[config.mk]
export PLATFORM = sky130hd
export DESIGN_NAME = hazard_control_unit_flat
export DESIGN_NICKNAME = d
export VERILOG_FILES = /design/src/rtl/hazard_control_unit_if.sv /design/src/rtl/hazard_control_unit.sv /design/src/flat_wrapper.sv
export SDC_FILE = /design/constraint.sdc
export NUM_CORES = 1
export LEC_CHECK = 0
export CORE_ASPECT_RATIO = 0.75
export CORE_MARGIN = 2
export CORE_UTILIZATION = 45
export CTS_CLUSTER_DIAMETER = 120
export DETAILED_ROUTE_END_ITERATION = 7
export GPL_ROUTABILITY_DRIVEN = 0
export GPL_TIMING_DRIVEN = 0
export HOLD_SLACK_MARGIN = 0.02
export PLACE_DENSITY = 0.86
export SLEW_MARGIN = 10
export SYNTH_ARGS = -nofsm -noshare
export SYNTH_HDL_FRONTEND = slang
export SYNTH_SLANG_ARGS = --single-unit
[constraint.sdc]
create_clock -name clk -period 2.39 [get_ports clk]
set_input_delay 0.239 -clock clk [delete_from_list [all_inputs] [get_ports clk]]
set_output_delay 0.239 -clock clk [all_outputs]
set_load 0.05 [all_outputs]
[src/rtl/hazard_control_unit_if.sv]
// hazard_control_unit_if: I-side/D-side memory handshake between pipeline and hazard controller
interface hazard_control_unit_if;
  logic imem_req;
  logic imem_resp;
  logic dmem_req;
  logic dmem_resp;
  logic imem_read;
  logic dmem_access;
  logic imem_capture;
  logic dmem_capture;
  modport master (
    output imem_req, imem_resp, dmem_req, dmem_resp,
    input  imem_read, dmem_access, imem_capture, dmem_capture
  );
  modport slave (
    input  imem_req, imem_resp, dmem_req, dmem_resp,
    output imem_read, dmem_access, imem_capture, dmem_capture
  );
endinterface

[src/rtl/hazard_control_unit.sv]
// hazard_control_unit: load-use bubbles, memory-wait freeze, redirect flush and perf counters
module hazard_control_unit #(
  parameter int CNT_W = 32
) (
  input  logic                 clk,
  input  logic                 rst,
  input  logic [4:0]           i_id_rs1,
  input  logic [4:0]           i_id_rs2,
  input  logic                 i_id_uses_rs1,
  input  logic                 i_id_uses_rs2,
  input  logic [4:0]           i_ex_rd,
  input  logic                 i_ex_is_load,
  input  logic                 i_ex_br_taken,
  hazard_control_unit_if.slave mem,
  output logic                 o_freeze,
  output logic                 o_pc_stall,
  output logic                 o_if_id_stall,
  output logic                 o_if_id_flush,
  output logic                 o_id_ex_bubble,
  output logic [CNT_W-1:0]     o_loaduse_cnt,
  output logic [CNT_W-1:0]     o_memwait_cnt,
  output logic [CNT_W-1:0]     o_flush_cnt
);
  typedef enum logic {RUN, WAIT} state_t;
  state_t r_state;
  state_t w_state_nx;
  logic r_i_done;
  logic r_d_done;
  logic w_i_done_nx;
  logic w_d_done_nx;
  logic w_i_ok;
  logic w_d_ok;
  logic w_adv;
  logic w_lu;
  logic [CNT_W-1:0] r_lu_cnt;
  logic [CNT_W-1:0] r_mw_cnt;
  logic [CNT_W-1:0] r_fl_cnt;
  always_ff @(posedge clk) begin
    if (rst) begin
      r_state  <= RUN;
      r_i_done <= 1'b0;
      r_d_done <= 1'b0;
    end else begin
      r_state  <= w_state_nx;
      r_i_done <= w_i_done_nx;
      r_d_done <= w_d_done_nx;
    end
  end
  always_comb begin
    w_i_ok      = !mem.imem_req | mem.imem_resp | r_i_done;
    w_d_ok      = !mem.dmem_req | mem.dmem_resp | r_d_done;
    w_adv       = w_i_ok & w_d_ok;
    w_state_nx  = w_adv ? RUN : WAIT;
    w_i_done_nx = !w_adv & ((r_state == WAIT & r_i_done) | (mem.imem_resp & mem.imem_req));
    w_d_done_nx = !w_adv & ((r_state == WAIT & r_d_done) | (mem.dmem_resp & mem.dmem_req));
  end
  always_comb begin
    w_lu = i_ex_is_load & (i_ex_rd != 5'd0) &
           ((i_id_uses_rs1 & (i_id_rs1 == i_ex_rd)) | (i_id_uses_rs2 & (i_id_rs2 == i_ex_rd)));
    mem.imem_read    = mem.imem_req & !r_i_done;
    mem.dmem_access  = mem.dmem_req & !r_d_done;
    mem.imem_capture = mem.imem_resp & !w_adv;
    mem.dmem_capture = mem.dmem_resp & !w_adv;
    o_freeze         = !w_adv;
    o_pc_stall       = !w_adv | (!i_ex_br_taken & w_lu);
    o_if_id_stall    = !w_adv | (!i_ex_br_taken & w_lu);
    o_if_id_flush    = w_adv & i_ex_br_taken;
    o_id_ex_bubble   = w_adv & (i_ex_br_taken | w_lu);
    o_loaduse_cnt    = r_lu_cnt;
    o_memwait_cnt    = r_mw_cnt;
    o_flush_cnt      = r_fl_cnt;
  end
  always_ff @(posedge clk) begin
    if (rst) begin
      r_lu_cnt <= '0;
      r_mw_cnt <= '0;
      r_fl_cnt <= '0;
    end else begin
      r_mw_cnt <= (!w_adv && r_mw_cnt != '1) ? r_mw_cnt + CNT_W'(1) : r_mw_cnt;
      r_lu_cnt <= (w_adv && !i_ex_br_taken && w_lu && r_lu_cnt != '1) ? r_lu_cnt + CNT_W'(1) : r_lu_cnt;
      r_fl_cnt <= (w_adv && i_ex_br_taken && r_fl_cnt != '1) ? r_fl_cnt + CNT_W'(1) : r_fl_cnt;
    end
  end
endmodule

[src/flat_wrapper.sv]
// flat-port wrapper written by rule: the top's interface ports become plain ports
module hazard_control_unit_flat 
#(
  parameter int CNT_W = 32
)
  (clk, rst, i_id_rs1, i_id_rs2, i_id_uses_rs1, i_id_uses_rs2, i_ex_rd, i_ex_is_load, i_ex_br_taken, o_freeze, o_pc_stall, o_if_id_stall, o_if_id_flush, o_id_ex_bubble, o_loaduse_cnt, o_memwait_cnt, o_flush_cnt, mem_imem_req, mem_imem_resp, mem_dmem_req, mem_dmem_resp, mem_imem_read, mem_dmem_access, mem_imem_capture, mem_dmem_capture);
  hazard_control_unit_if mem_i ();
  input  logic clk;
  input  logic rst;
  input  logic [4:0] i_id_rs1;
  input  logic [4:0] i_id_rs2;
  input  logic i_id_uses_rs1;
  input  logic i_id_uses_rs2;
  input  logic [4:0] i_ex_rd;
  input  logic i_ex_is_load;
  input  logic i_ex_br_taken;
  output logic o_freeze;
  output logic o_pc_stall;
  output logic o_if_id_stall;
  output logic o_if_id_flush;
  output logic o_id_ex_bubble;
  output logic [CNT_W-1:0] o_loaduse_cnt;
  output logic [CNT_W-1:0] o_memwait_cnt;
  output logic [CNT_W-1:0] o_flush_cnt;
  input wire logic [$bits(mem_i.imem_req)-1:0] mem_imem_req;
  input wire logic [$bits(mem_i.imem_resp)-1:0] mem_imem_resp;
  input wire logic [$bits(mem_i.dmem_req)-1:0] mem_dmem_req;
  input wire logic [$bits(mem_i.dmem_resp)-1:0] mem_dmem_resp;
  output wire logic [$bits(mem_i.imem_read)-1:0] mem_imem_read;
  output wire logic [$bits(mem_i.dmem_access)-1:0] mem_dmem_access;
  output wire logic [$bits(mem_i.imem_capture)-1:0] mem_imem_capture;
  output wire logic [$bits(mem_i.dmem_capture)-1:0] mem_dmem_capture;
  assign mem_i.imem_req = mem_imem_req;
  assign mem_i.imem_resp = mem_imem_resp;
  assign mem_i.dmem_req = mem_dmem_req;
  assign mem_i.dmem_resp = mem_dmem_resp;
  assign mem_imem_read = mem_i.imem_read;
  assign mem_dmem_access = mem_i.dmem_access;
  assign mem_imem_capture = mem_i.imem_capture;
  assign mem_dmem_capture = mem_i.dmem_capture;
  hazard_control_unit #(.CNT_W(CNT_W)) u_core (.clk(clk), .rst(rst), .i_id_rs1(i_id_rs1), .i_id_rs2(i_id_rs2), .i_id_uses_rs1(i_id_uses_rs1), .i_id_uses_rs2(i_id_uses_rs2), .i_ex_rd(i_ex_rd), .i_ex_is_load(i_ex_is_load), .i_ex_br_taken(i_ex_br_taken), .mem(mem_i), .o_freeze(o_freeze), .o_pc_stall(o_pc_stall), .o_if_id_stall(o_if_id_stall), .o_if_id_flush(o_if_id_flush), .o_id_ex_bubble(o_id_ex_bubble), .o_loaduse_cnt(o_loaduse_cnt), .o_memwait_cnt(o_memwait_cnt), .o_flush_cnt(o_flush_cnt));
endmodule
==> summary.txt <==
Run status
  • Status: complete, no violations

Worst hold path
  • Hold_sp: mem_dmem_req
  • WHS Endpoint: u_core.r_d_done
  • Hold Path Depth: 3
  • Hold Path Class: input pin to flop

Synth
  • Synth cell count leaders: 99 x dfxtp_1, 86 x nor2_1, 45 x nand4_1
  • Post-Synthesis Cells: 603
  • Synth area leader: dfxtp_1
  • Flops & latches, synth: 99
  • Most used DFF post-synth: dfxtp_1
  • Count leader, synth: dfxtp_1
  • Ys async rst share: 0
  • Share of the synthesized area in the top cell type: 0.396
  • Mean Syn Cell Area: 8.30 um2
  • Top cells by area, synth: dfxtp_1 40%, nor2_1 6.5%, xor2_1 5.9%
  • Syn Std Cell Area: around 5000 um2
  • Synth Net Count: approximately 630
  • Number of flops mapped to enable cells by yosys: 0
  • Sequential cell area fraction in the yosys report: 0.396
  • Synthesis Warnings: 0
  • Number of library cell types mapped by synthesis: 55

STA
  • Fin. max-slew vios: 0
  • Max Fclk: 426 MHz
  • Hold Fails Final Rpt: 0
  • RSZ-0062 raised after global routing: true
  • Rel. slew slack: 0.501
  • Final period util: 0.982
  • Min Tclk post-route: between 2 and 2.5 ns
  • Clock skew: 0.00723 ns
  • Final setup violation count: 0
  • Worst Tran Pin Value: ~0.74 ns

Critical path
  • R2R Path End: u_core.o_flush_cnt[22]
  • WP data arrival: roughly 2.6 ns
  • Maximum fanout along the worst path: 10
  • R2R depth: 7
  • Required time worst endpoint: 2.66 ns
  • Kind of critical path: flop to flop
  • Critical-path cell list: ha_2, nand4_1, or4b_4, a211o_1, clkbuf_4, or3_1, a21oi_2
  • Max incr delay on CP: ~0.56 ns
  • Element type at the critical path start: flop
  • Slowest cell on crit path: or4b_4
  • CP Capture Type: flop
  • Reg2Reg Setup Slack: 0.04 ns
  • Reg-to-reg startpoint: u_core.o_flush_cnt[1]

GRT
  • GRT Overall Usage: 0.251
  • Initial antenna violation count: 0
  • Global-route wire length before repair: 24.6 mm
  • Largest net degree at the start of global routing: 15
  • Number of global-route vias before repair: 5064
  • Grt ovf: 0

Drt
  • Detailed Routing Iterations Pass 1: 5
  • Vias per inst: roughly 6
  • DR vias: roughly 5400
  • Starting DRT DRC Count: between 400 and 500
  • DRC: 0
  • Antenna Nets Post-Route: 0
  • Total wire length: 15.6 mm
  • Average wire per standard cell: ~17 um

Clocking
  • Clk sink count: 99
  • TritonCTS clock tree: yes
  • CTS buffer count: 9
  • Worst skew pair latency: 0.34 ns
  • Clock H-tree levels: 3
  • Reg clk slew, reported paths: around 0.07 ns
  • CTS root buf: clkbuf_16
  • Clock Tree Buf Depth: 2

Floorplan
  • Die footprint: 12000 um2
  • Std cell rows: 33
  • Initial core utilization: 0.459
  • Core ar.: 10900 um2
  • Die width: 126 um
  • Ports: 130
  • Die Ht: 95.3 um

Placed design
  • DP HPWL: ~11 mm
  • Port Buf Inserts: 129
  • Placed insts: 872

Final layout
  • Cell Count, Final, Fillers Out: 900
  • Diodes inserted: 0
  • Fin util: 0.647
  • NumNets Final: between 700 and 800
  • Layout cells sized above 1: 0.114
  • Area delta synth->final: 40.9%

Pwr
  • Leakage power: 2.37 nW
  • Maximum VDD drop: about 0.35 mV
  • Pwr per Cell Area: about 490 nW/um2

Job
  • Max-cap violations: 0
-- worst max path at each step --
stage                                    to               startpoint  slack [ns]  cells after the start
floorplan                        o_pc_stall               i_ex_rd[0]      -0.003                      7
global placement             o_id_ex_bubble               i_ex_rd[4]       -0.89                      9
detailed placement           o_id_ex_bubble               i_ex_rd[2]       -0.92                      9
CTS                              o_pc_stall               i_ex_rd[0]       -0.03                      7
global route        u_core.o_loaduse_cnt[1]  u_core.o_loaduse_cnt[1]       -0.04                      8
finish               u_core.o_flush_cnt[22]    u_core.o_flush_cnt[1]        0.04                      7
-- placed cells by master, fill, tap and decap left out, drive strengths merged, types with 2 or more instances in the layout --
master         count
inv               12
and3              12
nand4b             2
a31oi              2
clkdlybuf4s50    118
buf               23
o31ai              5
nor4b              3
a311oi             5
xnor2             33
a41oi              2
a22oi              2
or3               21
dlymetal6s2s       6
o41ai              2
or4b               2
dfxtp             99
nor4              12
nand2             32
nand3             38
and4              10
nand4             45
nor2              87
or3b               2
o21ai             22
xor2              34
and2               8
or2                2
mux2i              4
clkbuf            32
a21oi             27
nor3b              2
mux2               3
nor2b              4
nand2b             2
ha                 3
or4                7
nor3              22
-- routing by layer --
metal | track usage | vias up | routed length (um)
li1 | - | 2498 | -
met5 | 0 | - | 0
met2 | 0.412 | 264 | 7440
met1 | 0.338 | 2588 | 6670
met4 | 0.0742 | 0 | 354
met3 | 0.0522 | 49 | 1190
-- sequential cells by signal, summed over array words and instances, names as in the netlist --
| register | count |
|---|---|
| u_core.o_flush_cnt | 32 |
| u_core.o_loaduse_cnt | 32 |
| u_core.o_memwait_cnt | 32 |
| u_core.r_d_done | 1 |
| u_core.r_i_done | 1 |
| u_core.r_state | 1 |
-- power breakdown --
part	internal, mW	switching [mW]
Combinational	0.111	0.178
Clock	0.884	0.599
Sequential	1.66	0.0132
Total	2.65	0.790
-- critical path, delay by kind of cell (launching register included) --
| family | cells | cell delay [ns] |
|---|---|---|
| AO/OA/AOI/OAI | 2 | 0.40 |
| AND/OR/NAND/NOR | 3 | 1.11 |
| buffers and inverters | 1 | 0.20 |
| adder cells (fa/ha/maj) | 1 | 0.21 |
| flip-flops | 1 | 0.37 |
-- layout make-up --
cell class / instances / area (um2)
sequential: 99 / 2000
buffer: 25 / 130
tap: 140 / 175
clock buffer: 12 / 267
inverter: 12 / 45.0
timing repair buffer: 143 / 1400
multi-input combinational: 467 / 3000
fill: 902 / 3850
clock inverter: 2 / 35.0
-- metrics by stage --
stage	total power, mW	cell area, um2	hold slack, ns	TNS, ns	worst slack [ns]
finish	3.44	7050	0.331	0	0.0430
global route	3.53	7050	0.364	-0.0721	-0.0356
CTS	3.44	6910	0.488	-0.0256	-0.0256
detailed placement	1.98	6500	0.477	-15.74	-0.919
global placement	1.98	6500	0.468	-12.13	-0.891
floorplan	1.86	5040	0.410	-0.00278	-0.00278
-- timing repair --
item | CTS | global route
pin swaps | 2 | 7
endpoints found under the setup margin | 38 | 43
setup buffers | 5 | 9
resized for setup | 38 | 24
hold buffers | 0 | 0
-- cell families after synthesis --
family / Yosys count / share of synthesized area
DFF: 99 / 0.396
xor gates and xnor gates: 67 / 0.117
muxes: 7 / 0.0147
and+or+nand+nor: 315 / 0.341
buffers and inverters: 37 / 0.0315
adders and majority gates: 3 / 0.00750
AOI/OAI and AO/OA: 75 / 0.0918
Power figures use the tool's default switching activity.
